$ cat config.mk
export PLATFORM = sky130hd
export DESIGN_NAME = seven_seg_capture
export DESIGN_NICKNAME = d
export VERILOG_FILES = /design/src/rtl/seven_seg_pkg.sv /design/src/rtl/seg7_to_hex.sv /design/src/rtl/seven_seg_capture.sv
export SDC_FILE = /design/constraint.sdc
export NUM_CORES = 1
export LEC_CHECK = 0
export CORE_MARGIN = 2
export CORE_UTILIZATION = 40
export DETAILED_ROUTE_END_ITERATION = 10
export SLEW_MARGIN = 20
export SYNTH_ARGS = -nofsm -noshare
export SYNTH_HDL_FRONTEND = slang
export SYNTH_HIERARCHICAL = 1
export SYNTH_SLANG_ARGS = --single-unit
$ cat constraint.sdc
create_clock -name clk -period 2.3 [get_ports clk]
set_input_delay 0.345 -clock clk [delete_from_list [all_inputs] [get_ports clk]]
set_output_delay 0.345 -clock clk [all_outputs]
set_load 0.03 [all_outputs]
$ cat src/rtl/seven_seg_pkg.sv
// seven_seg_pkg: segment encodings, digit selects and FSM state shared by the display encoder and decoder
package seven_seg_pkg;
  localparam logic [6:0] SEG_0 = 7'h3F;
  localparam logic [6:0] SEG_1 = 7'h06;
  localparam logic [6:0] SEG_2 = 7'h5B;
  localparam logic [6:0] SEG_3 = 7'h4F;
  localparam logic [6:0] SEG_4 = 7'h66;
  localparam logic [6:0] SEG_5 = 7'h6D;
  localparam logic [6:0] SEG_6 = 7'h7D;
  localparam logic [6:0] SEG_7 = 7'h07;
  localparam logic [6:0] SEG_8 = 7'h7F;
  localparam logic [6:0] SEG_9 = 7'h6F;
  localparam logic [6:0] SEG_A = 7'h77;
  localparam logic [6:0] SEG_B = 7'h7C;
  localparam logic [6:0] SEG_C = 7'h39;
  localparam logic [6:0] SEG_D = 7'h5E;
  localparam logic [6:0] SEG_E = 7'h79;
  localparam logic [6:0] SEG_F = 7'h71;
  localparam logic [6:0] SEG_BLANK = 7'h00;
  localparam logic [3:0] DIG0 = 4'b1110;
  localparam logic [3:0] DIG1 = 4'b1101;
  localparam logic [3:0] DIG2 = 4'b1011;
  localparam logic [3:0] DIG3 = 4'b0111;
  typedef enum logic [1:0] {ST_IDLE, ST_SETTLE, ST_CAPTURE} state_t;
  function automatic logic [6:0] hex_to_seg(input logic [3:0] n);
    case (n)
      4'h0: return SEG_0;
      4'h1: return SEG_1;
      4'h2: return SEG_2;
      4'h3: return SEG_3;
      4'h4: return SEG_4;
      4'h5: return SEG_5;
      4'h6: return SEG_6;
      4'h7: return SEG_7;
      4'h8: return SEG_8;
      4'h9: return SEG_9;
      4'hA: return SEG_A;
      4'hB: return SEG_B;
      4'hC: return SEG_C;
      4'hD: return SEG_D;
      4'hE: return SEG_E;
      default: return SEG_F;
    endcase
  endfunction
  function automatic logic dig_valid(input logic [3:0] d);
    return d inside {DIG0, DIG1, DIG2, DIG3};
  endfunction
  function automatic logic [1:0] dig_index(input logic [3:0] d);
    return d == DIG1 ? 2'd1 : d == DIG2 ? 2'd2 : d == DIG3 ? 2'd3 : 2'd0;
  endfunction
endpackage

$ cat src/rtl/seg7_to_hex.sv
// seg7_to_hex: decodes a segment pattern back to its hex nibble, flagging blank and unrecognized patterns
module seg7_to_hex
  import seven_seg_pkg::*;
(
  input  logic [6:0] seg,
  output logic [3:0] nibble,
  output logic       blank,
  output logic       bad
);
  // Searching the encoder's own table keeps encode and decode from drifting apart.
  always_comb begin
    nibble = 4'h0;
    blank = seg == SEG_BLANK;
    bad = seg != SEG_BLANK;
    for (int i = 0; i < 16; i++)
      if (seg == hex_to_seg(4'(i))) begin
        nibble = 4'(i);
        bad = 1'b0;
      end
  end
endmodule

$ cat src/rtl/seven_seg_capture.sv
// seven_seg_capture: rebuilds the 16-bit hex value shown on a multiplexed four-digit seven-segment bus
module seven_seg_capture
  import seven_seg_pkg::*;
#(
  parameter int SETTLE_CYCLES = 4
) (
  input  logic        clk,
  input  logic        reset,
  input  logic [6:0]  seg,
  input  logic [3:0]  digits,
  output logic [15:0] value,
  output logic [3:0]  blank_mask,
  output logic        value_valid,
  output logic        frame_done,
  output logic        frame_error
);
  localparam logic [7:0] SETTLE = 8'(SETTLE_CYCLES);
  logic [10:0] s_q, s_d;
  logic [7:0] cnt_q, cnt_d;
  state_t state_q, state_d;
  logic [3:0] seen_q, seen_d, fblank_q, fblank_d, blank_q, blank_d;
  logic [15:0] frame_q, frame_d, value_q, value_d;
  logic err_q, err_d, valid_q, valid_d, done_q, done_d, ferr_q, ferr_d;
  logic chg, sel_ok, smp, complete, nib_blank, nib_bad;
  logic [1:0] idx;
  logic [3:0] nib;

  seg7_to_hex u_dec (
    .seg    (s_q[6:0]),
    .nibble (nib),
    .blank  (nib_blank),
    .bad    (nib_bad)
  );

  // A change landing on the capture edge restarts the count, so it wins over the sample.
  always_comb begin
    s_d = {digits, seg};
    chg = s_d != s_q;
    cnt_d = chg ? 8'd1 : cnt_q >= SETTLE ? cnt_q : cnt_q + 8'd1;
    sel_ok = dig_valid(s_q[10:7]);
    idx = dig_index(s_q[10:7]);
  end

  always_comb begin
    state_d = state_q;
    smp = 1'b0;
    if (chg)
      state_d = dig_valid(s_d[10:7]) ? ST_SETTLE : ST_IDLE;
    else
      case (state_q)
        ST_IDLE: state_d = sel_ok ? ST_SETTLE : ST_IDLE;
        ST_SETTLE: begin
          smp = sel_ok && cnt_q >= SETTLE;
          state_d = !sel_ok ? ST_IDLE : smp ? ST_CAPTURE : ST_SETTLE;
        end
        ST_CAPTURE: state_d = sel_ok ? ST_CAPTURE : ST_IDLE;
        default: state_d = ST_IDLE;
      endcase
  end

  // Completion publishes the registered frame while a same-cycle sample seeds the next one.
  always_comb begin
    complete = seen_q == 4'hF;
    seen_d = (complete ? 4'h0 : seen_q) | (smp ? 4'b0001 << idx : 4'h0);
    err_d = (complete ? 1'b0 : err_q) | (smp & nib_bad);
    frame_d = frame_q;
    fblank_d = fblank_q;
    if (smp) begin
      frame_d[{idx, 2'b00} +: 4] = nib;
      fblank_d[idx] = nib_blank;
    end
    value_d = complete && !err_q ? frame_q : value_q;
    blank_d = complete && !err_q ? fblank_q : blank_q;
    valid_d = valid_q | (complete & !err_q);
    done_d = complete;
    ferr_d = complete & err_q;
  end

  always_ff @(posedge clk)
    if (!reset) begin
      s_q <= '0;
      cnt_q <= '0;
      state_q <= ST_IDLE;
      seen_q <= '0;
      err_q <= 1'b0;
      frame_q <= '0;
      fblank_q <= '0;
      value_q <= '0;
      blank_q <= '0;
      valid_q <= 1'b0;
      done_q <= 1'b0;
      ferr_q <= 1'b0;
    end else begin
      s_q <= s_d;
      cnt_q <= cnt_d;
      state_q <= state_d;
      seen_q <= seen_d;
      err_q <= err_d;
      frame_q <= frame_d;
      fblank_q <= fblank_d;
      value_q <= value_d;
      blank_q <= blank_d;
      valid_q <= valid_d;
      done_q <= done_d;
      ferr_q <= ferr_d;
    end

  assign value = value_q;
  assign blank_mask = blank_q;
  assign value_valid = valid_q;
  assign frame_done = done_q;
  assign frame_error = ferr_q;
endmodule
==> results of run 1 <==
registers in the layout, summed over array words and instances (netlist names):
signal,flops
frame_q,16
value,16
s_q,11
cnt_q,8
blank_mask,4
fblank_q,4
seen_q,4
state_q,2
err_q,1
frame_done,1
frame_error,1
value_valid,1
report_power, final:
part / total [W] / internal [W] / switching [W]
Sequential: 0.00124 / 0.00121 / 0.0000358
Combinational: 0.000131 / 0.0000664 / 0.0000649
Clock: 0.00109 / 0.000667 / 0.000427
per-stage QoR:
stage                     util (%)  setup WS [ns]
final                         48.9          0.283
after global routing          48.9         0.0638
after CTS                     48.9          0.289
after detailed placement      46.0          0.185
after global placement        46.0          0.205
after floorplan                  -          0.666
tightest hold or removal path, delay by kind of cell (launching register included):
family,cells,cell delay [ns]
AOI/OAI and AO/OA,1,0.05
and+or+nand+nor,1,0.05
DFF,1,0.31
cells in the final DEF, fill, tap and decap left out, types with 3 or more instances in the layout:
| cell | count |
|---|---|
| inv_1 | 5 |
| nand3b_1 | 3 |
| clkdlybuf4s50_1 | 35 |
| and3_1 | 3 |
| xnor2_1 | 12 |
| clkbuf_8 | 11 |
| nand4_4 | 4 |
| xor2_1 | 3 |
| a21oi_1 | 34 |
| dfxtp_1 | 69 |
| nand4_1 | 3 |
| nand4b_1 | 3 |
| nand3_1 | 3 |
| buf_4 | 6 |
| o21ai_1 | 4 |
| and3_2 | 5 |
| and2_1 | 13 |
| nor2_1 | 9 |
| mux2i_1 | 22 |
| nand2_1 | 90 |
logic make-up (layout without fill, tap and decap cells):
group,Yosys count,after routing,synth area share (%)
xor+xnor,16,16,4.77
simple gates,156,156,28.0
compound gates,53,53,10.2
flops,69,69,44.6
fa+ha+maj,2,2,0.808
mux,22,22,7.11
buf+inv,28,61,4.49
final timing paths:
check | start | to | slack [ns] | cells after the start
worst min-delay path | fblank_q[0]$_SDFFE_PN0P_ | blank_mask[0]$_SDFFE_PN0P_ | 0.45 | 2
worst max register to register | s_q[1]$_SDFF_PN0_ | frame_q[6]$_SDFFE_PN0P_ | 0.28 | 6
worst min register to register | fblank_q[0]$_SDFFE_PN0P_ | blank_mask[0]$_SDFFE_PN0P_ | 0.45 | 2
worst max-delay path | s_q[1]$_SDFF_PN0_ | frame_q[6]$_SDFFE_PN0P_ | 0.28 | 6
layout make-up:
cell class	count	area [sq um]
fillers	756	3880
clock buffers	12	155
inverters	5	18.8
clock inverters	3	68.8
well taps	102	128
multi-input cells	249	1580
repair buffers	41	395
flip-flops and latches	69	1380
metal layers:
layer	GRT usage [%]	vias to the layer above	part of all wire, %	routed length (microns)
met4	4.98	0	1.4	84
met3	4.19	9	3.0	178
li1	-	1232	-	-
met5	0	-	0	0
met2	25.0	44	45	2690
met1	20.0	1057	50	3020
==> results.yml, run 1 <==
synthesis:
  yosys.area.top_type: "dfxtp_1"
  synth_common_cells: "nand2_1 (90), dfxtp_1 (69), a21oi_1 (34), mux2i_1 (22)"
  syn_inst: 346
  async_flop_share_pct: 0
  synth-edff-count: 0
  synth.cell_area_sq_um: 3100
  syn_nets: 361
  synth_ff_type: "dfxtp_1"
  synth_warnings: 6
  ys_ff_latch: 69
  ys_seq_area_share_pct: 44.6
  synth_top_area_share_pct: 44.6
  postSynthAreaPerCell_sq_um: 8.95
  synth_area_leaders: "dfxtp_1 (45%), nand2_1 (11%), mux2i_1 (7.1%)"
  synth_cell_types: 50
  synth.most_common_cell: "nand2_1"
global_routing:
  grt-ovfl-total: 0
  grt.total_usage_pct: 15.4
  grt_pass1_vias: 2302
  grt_first_pass_wirelength_microns: 10600
  antenna_found_initial: 0
  grt_start_max_net_pins: 42
timing:
  setup-violations-final: 0
  fin_skew_ns: 0.0107
  drv_slew: 0
  finalCriticalPeriod_ns: 2.02
  finalHoldViolations: 0
  tightest_slew_ns: 0.610
  tns_ns: 0
  rsz0062_at_grt: "false"
  timing.hold.ws_ns: 0.451
  fmax_mhz: 496
  post-route-period-util_pct: 87.7
  relSlewSlack_pct: 59.3
clock_tree:
  clkSlewWorstSetupHoldPaths_ns: 0.08
  clockBufferDepth: 2
  numCtsBuffers: 9
  cts_resized: 0
  cts_tree: "yes"
  h-tree-depth: 3
  cts_setup_buffers: 0
  clkLatencyLatePin_ns: 0.33
  hold_buffers: 0
  clock-sinks: 69
  cts_root_buffer: "clkbuf_8"
worst_setup_path:
  crit_type: "reg2reg"
  path_delay_family: "flip-flops"
  worstSetupEndpointType: "flip-flop"
  arrival_ns: 2.28
  worst-path-max-fanout: 17
  cp.buffers_inverters: 0
  crit_chain: "or4b_1 -> o21ai_1 -> a41oi_1 -> o21ai_1 -> nand2_1 -> mux2i_1"
  start_kind: "flip-flop"
  cpPeakStageDelay_ns: 0.71
  critPathMostFrequentCell: "o21ai_1"
  cp.required_ns: 2.56
  crit_slowest_cell: "dfxtp_1"
floorplanning:
  rows: 32
  initial_core_util_pct: 40.7
  ioPinCount: 36
  core_area_sq_um: 7610
  die_x_microns: 92.0
  die_y_microns: 92.0
  dieArea_sq_um: 8460
route:
  ant_nets: 0
  post-route-drc-count: 0
  drtIter0Drc: 87
  viasPerCell: 4.87
  via_count: 2342
  dr.pass1.iters: 4
  wl_per_cell_microns: 12.4
  drt_wl_total_microns: 5970
placed_design:
  placed_cell_area_sq_um: 3500
  place_inst: 466
  dp.final_hpwl_microns: 4280
  port_buffers: 35
  gp_congestion: 0.800
cells_and_area:
  diodes: 0
  fin_cells: 481
  finalNetCount: 390
  final_cell_area_sq_um: 3720
  area_growth_pct: 20.3
  drive_above_1_share_pct: 10.8
min_path:
  hp-class: "reg2reg"
power_and_ir_drop:
  ir_worst_vdd_v: 0.000324
  power.density_nw_per_um2: 663
  total_power_w: 0.00247
  p_leak_nw: 1.45
outcome:
  status: "finished clean"
job:
  drv_cap: 0
Power figures use the tool's default switching activity.
==> inputs of run 2 (changes only) <==
--- a/config.mk
+++ b/config.mk
@@ -5,11 +5,12 @@
 export SDC_FILE = /design/constraint.sdc
 export NUM_CORES = 1
 export LEC_CHECK = 0
-export CORE_MARGIN = 2
 export CORE_UTILIZATION = 40
 export DETAILED_ROUTE_END_ITERATION = 10
+export SETUP_SLACK_MARGIN = 0.1
 export SLEW_MARGIN = 20
 export SYNTH_ARGS = -nofsm -noshare
 export SYNTH_HDL_FRONTEND = slang
 export SYNTH_HIERARCHICAL = 1
 export SYNTH_SLANG_ARGS = --single-unit
+export TNS_END_PERCENT = 100
==> results.yml, run 2 (synthesis results as in run 1) <==
timing:
  fin_ws_ns: 0.261
  drv_slew: 0
  finalCriticalPeriod_ns: 2.04
  setup-violations-final: 0
  relSlewSlack_pct: 60.5
  fin_skew_ns: 0.00933
  rsz0062_at_grt: "false"
  fmax_mhz: 491
  finalHoldViolations: 0
  tightest_slew_ns: 0.587
  tns_ns: 0
  post-route-period-util_pct: 88.6
outcome:
  status: "finished clean"
global_routing:
  grt_pass1_vias: 2252
  grt.total_usage_pct: 16.4
  antenna_found_initial: 0
  grt_start_max_net_pins: 42
  grt_first_pass_wirelength_microns: 10700
  grt-ovfl-total: 0
placed_design:
  post-place-ws_ns: 0.210
  place_inst: 464
  dp.final_hpwl_microns: 4300
  port_buffers: 35
  gp_congestion: 0.786
cells_and_area:
  num-fill-cells: 712
  finalNetCount: 391
  final-seq-area_sq_um: 1380
  layout_common_cells: "nand2_1 (90), dfxtp_1 (69), clkdlybuf4s50_1 (35)"
  final_common_cell: "nand2_1"
  area_growth_pct: 19.2
  multi_input_area_sq_um: 1580
  diodes: 0
  fin_cells: 479
  drive_above_1_share_pct: 11.3
worst_setup_path:
  arrival_ns: 2.31
  start_kind: "flip-flop"
  path_delay_family: "flip-flops"
  crit_type: "reg2reg"
  crit_chain: "or4b_1 -> o21ai_1 -> a41oi_1 -> o21ai_1 -> nand2_1 -> mux2i_1"
  crit_slowest_cell: "dfxtp_1"
  cp.buffers_inverters: 0
  critPathMostFrequentCell: "o21ai_1"
  cpPeakStageDelay_ns: 0.70
  worstSetupEndpointType: "flip-flop"
  cp.required_ns: 2.57
  worst-path-max-fanout: 17
clock_tree:
  clkLatencyLatePin_ns: 0.35
  cts_tree: "yes"
  h-tree-depth: 3
  cts_resized: 0
  clock-sinks: 69
  clockBufferDepth: 2
  clkSlewWorstSetupHoldPaths_ns: 0.07
  cts_root_buffer: "clkbuf_8"
  hold_buffers: 0
  cts_setup_buffers: 0
  numCtsBuffers: 9
route:
  post-route-drc-count: 0
  ant_nets: 0
  drtIter0Drc: 82
  wl_per_cell_microns: 12.6
  dr.pass1.iters: 4
  via_count: 2396
  viasPerCell: 5.00
  drt_wl_total_microns: 6060
floorplanning:
  ioPinCount: 36
  core_area_sq_um: 7370
  rows: 31
  die_x_microns: 90.0
  die_y_microns: 90.0
  dieArea_sq_um: 8090
  initial_core_util_pct: 42.0
power_and_ir_drop:
  p_leak_nw: 1.43
  ir_worst_vdd_v: 0.000294
  power.density_nw_per_um2: 630
job:
  drv_cap: 0
min_path:
  hp-class: "reg2reg"
[run 2: cell types whose count changed in the layout (fill, tap and decap cells not counted)]
cell	change
clkinv_2	+2
buf_4	+1
clkbuf_8	-2
clkinvlp_4	+1
clkinv_4	+1
clkbuf_1	-1
bufinv_16	-1
[run 2: through the flow]
stage | utilization [%] | total power, W | hold slack (ns) | cell area [sq um]
3_5_place_dp | 47.5 | 0.00140 | 0.446 | 3500
3_3_place_gp | 47.5 | 0.00140 | 0.444 | 3500
4_1_cts | 50.1 | 0.00234 | 0.456 | 3690
6_report | 50.1 | 0.00233 | 0.452 | 3690
5_1_grt | 50.1 | 0.00242 | 0.465 | 3690
2_1_floorplan | - | 0.00136 | 0.432 | 3100
[run 2: final timing paths]
check / startpoint / to / slack, ns / depth (start not counted)
setup / recovery: s_q[1]$_SDFF_PN0_ / frame_q[6]$_SDFFE_PN0P_ / 0.26 / 6
hold / removal: value[1]$_SDFFE_PN0P_ / value[1]$_SDFFE_PN0P_ / 0.45 / 2
setup reg to reg: s_q[1]$_SDFF_PN0_ / frame_q[6]$_SDFFE_PN0P_ / 0.26 / 6
hold reg to reg: value[1]$_SDFFE_PN0P_ / value[1]$_SDFFE_PN0P_ / 0.45 / 2
[run 2: where the power goes]
part,internal [W],switching [W]
sequential,0.00121,0.0000359
combinational,0.0000663,0.0000650
clock,0.000494,0.000458
[run 2: layer usage]
metal	routed length [microns]	vias up	track usage (%)	part of all wire, %
met5	0	-	0	0
met4	81	0	7.26	1.3
met3	202	7	3.89	3.3
met2	2750	40	25.8	45
met1	3020	1108	21.4	50
li1	-	1241	-	-
[run 2: area by class of cell]
class	count	share of cell area, %
inverters	5	0.508
clock buffers	9	3.36
well taps	99	3.36
repair buffers	42	10.9
multi-input cells	249	42.7
flip-flops and latches	69	37.4
clock inverters	6	1.76
[run 2: worst register-to-register path, cell delays in order (launching register included)]
cell and delay [ns]:
dfxtp_1 0.70, or4b_1 0.49, o21ai_1 0.09, a41oi_1 0.17
o21ai_1 0.25, nand2_1 0.14, mux2i_1 0.14
==> inputs of run 3 (changes only) <==
--- a/config.mk
+++ b/config.mk
@@ -5,7 +5,7 @@
 export SDC_FILE = /design/constraint.sdc
 export NUM_CORES = 1
 export LEC_CHECK = 0
-export CORE_UTILIZATION = 40
+export CORE_UTILIZATION = 35
 export DETAILED_ROUTE_END_ITERATION = 10
 export SETUP_SLACK_MARGIN = 0.1
 export SLEW_MARGIN = 20
==> results.yml, run 3 (synthesis results as in run 1) <==
cells_and_area:
  final_common_cell: "nand2_1"
  area_growth_pct: 19.2
  multi_input_area_sq_um: 1580
  num-fill-cells: 837
  final_cell_area_sq_um: 3690
  final-seq-area_sq_um: 1380
  layout_common_cells: "nand2_1 (90), dfxtp_1 (69), clkdlybuf4s50_1 (35)"
  finalNetCount: 389
  drive_above_1_share_pct: 10.3
  diodes: 0
worst_setup_path:
  critPathMostFrequentCell: "o21ai_1"
  cp.buffers_inverters: 0
  crit_slowest_cell: "dfxtp_1"
  crit_chain: "or4b_1 -> o21ai_1 -> a41oi_1 -> o21ai_1 -> nand2_1 -> mux2i_1"
  cpPeakStageDelay_ns: 0.70
  cp.required_ns: 2.58
  arrival_ns: 2.26
  rr_worst_depth: 6
  worstSetupEndpointType: "flip-flop"
  worst-path-max-fanout: 17
  crit_type: "reg2reg"
  reg2reg_from: "s_q[1]$_SDFF_PN0_"
  reg2reg_to: "frame_q[6]$_SDFFE_PN0P_"
  start_kind: "flip-flop"
  path_delay_family: "flip-flops"
  reg2reg_slack_ns: 0.32
global_routing:
  grt-ovfl-total: 0
  grt_start_max_net_pins: 42
  antenna_found_initial: 0
  grt_pass1_vias: 2220
  grt_first_pass_wirelength_microns: 10500
  grt.total_usage_pct: 15.1
placed_design:
  dp.final_hpwl_microns: 4410
  gp_congestion: 0.737
  port_buffers: 35
  placed_cell_area_sq_um: 3510
clock_tree:
  cts_setup_buffers: 0
  numCtsBuffers: 9
  cts_tree: "yes"
  cts_root_buffer: "clkbuf_8"
  hold_buffers: 0
  clkSlewWorstSetupHoldPaths_ns: 0.08
  clkLatencyLatePin_ns: 0.35
  h-tree-depth: 3
  cts_resized: 0
  clockBufferDepth: 2
  clock-sinks: 69
route:
  viasPerCell: 4.92
  post-route-drc-count: 0
  via_count: 2380
  ant_nets: 0
  wl_per_cell_microns: 12.9
  drtIter0Drc: 105
  dr.pass1.iters: 5
  drt_wl_total_microns: 6240
timing:
  relSlewSlack_pct: 60.4
  drv_slew: 0
  finalCriticalPeriod_ns: 1.98
  rsz0062_at_grt: "false"
  finalHoldViolations: 0
  post-route-period-util_pct: 86.2
  fmax_mhz: 505
  tns_ns: 0
  fin_skew_ns: 0.0111
  setup-violations-final: 0
  tightest_slew_ns: 0.593
power_and_ir_drop:
  p_leak_nw: 1.42
  ir_worst_vdd_v: 0.000402
  power.density_nw_per_um2: 627
floorplanning:
  initial_core_util_pct: 36.9
  dieArea_sq_um: 9220
  die_y_microns: 96.0
  rows: 33
  die_x_microns: 96.0
  ioPinCount: 36
  core_area_sq_um: 8380
min_path:
  hp-class: "reg2reg"
  whs_path_depth: 2
  hold_end: "value[2]$_SDFFE_PN0P_"
  min_from: "value[2]$_SDFFE_PN0P_"
job:
  drv_cap: 0
outcome:
  status: "finished clean"
-- run 3: cell count changes in the layout (fill, tap and decap cells not counted), sizes merged --
| cell | delta |
|---|---|
| clkinv | -1 |
| buf | -2 |
| clkinvlp | -1 |
| clkbuf | +3 |
-- run 3: final cells by class --
class | count | area share [%]
clock inverters | 4 | 1.32
repair buffers | 40 | 10.8
clock buffers | 12 | 3.66
inverters | 5 | 0.508
flip-flops and latches | 69 | 37.4
multi-input cells | 249 | 42.7
well taps | 105 | 3.56
-- run 3: routing by layer --
metal	track usage, %	part of all wire, %
met3	5.21	4.2
met5	0	0
met4	5.47	1.6
met2	23.9	45
met1	18.8	49
-- run 3: worst max-delay path by stage --
stage / cells after the start / endpoint / slack [ns] / from
after floorplan: 6 / fblank_q[0]$_SDFFE_PN0P_ / 0.67 / s_q[10]$_SDFF_PN0_
after global placement: 7 / fblank_q[1]$_SDFFE_PN0P_ / 0.23 / digits[1]
final: 6 / frame_q[6]$_SDFFE_PN0P_ / 0.32 / s_q[1]$_SDFF_PN0_
after global routing: 6 / frame_q[4]$_SDFFE_PN0P_ / 0.12 / s_q[1]$_SDFF_PN0_
after CTS: 6 / frame_q[6]$_SDFFE_PN0P_ / 0.30 / s_q[1]$_SDFF_PN0_
after detailed placement: 7 / frame_q[9]$_SDFFE_PN0P_ / 0.21 / digits[3]
-- run 3: per-stage QoR --
step | total power (W) | utilization [%] | cells | setup slack (ns) | hold WS, ns
6_report | 0.00231 | 44.0 | 484 | 0.318 | 0.453
5_1_grt | 0.00241 | 44.0 | 484 | 0.119 | 0.469
4_1_cts | 0.00233 | 44.0 | 484 | 0.305 | 0.453
3_5_place_dp | 0.00140 | 41.8 | 468 | 0.207 | 0.445
3_3_place_gp | 0.00140 | 41.8 | 468 | 0.233 | 0.443
2_1_floorplan | 0.00136 | - | 346 | 0.666 | 0.432
-- run 3: report_power, final --
part / internal (W) / switching (W) / total (W)
Combinational: 0.0000663 / 0.0000655 / 0.000132
Clock: 0.000500 / 0.000438 / 0.000938
Sequential: 0.00121 / 0.0000363 / 0.00124
Total: 0.00177 / 0.000539 / 0.00231
-- run 3: worst min-delay path: cells and delay by family (launching register included) --
family / cells / cell delay (ns)
simple gates: 1 / 0.05
flops: 1 / 0.31
compound gates: 1 / 0.05
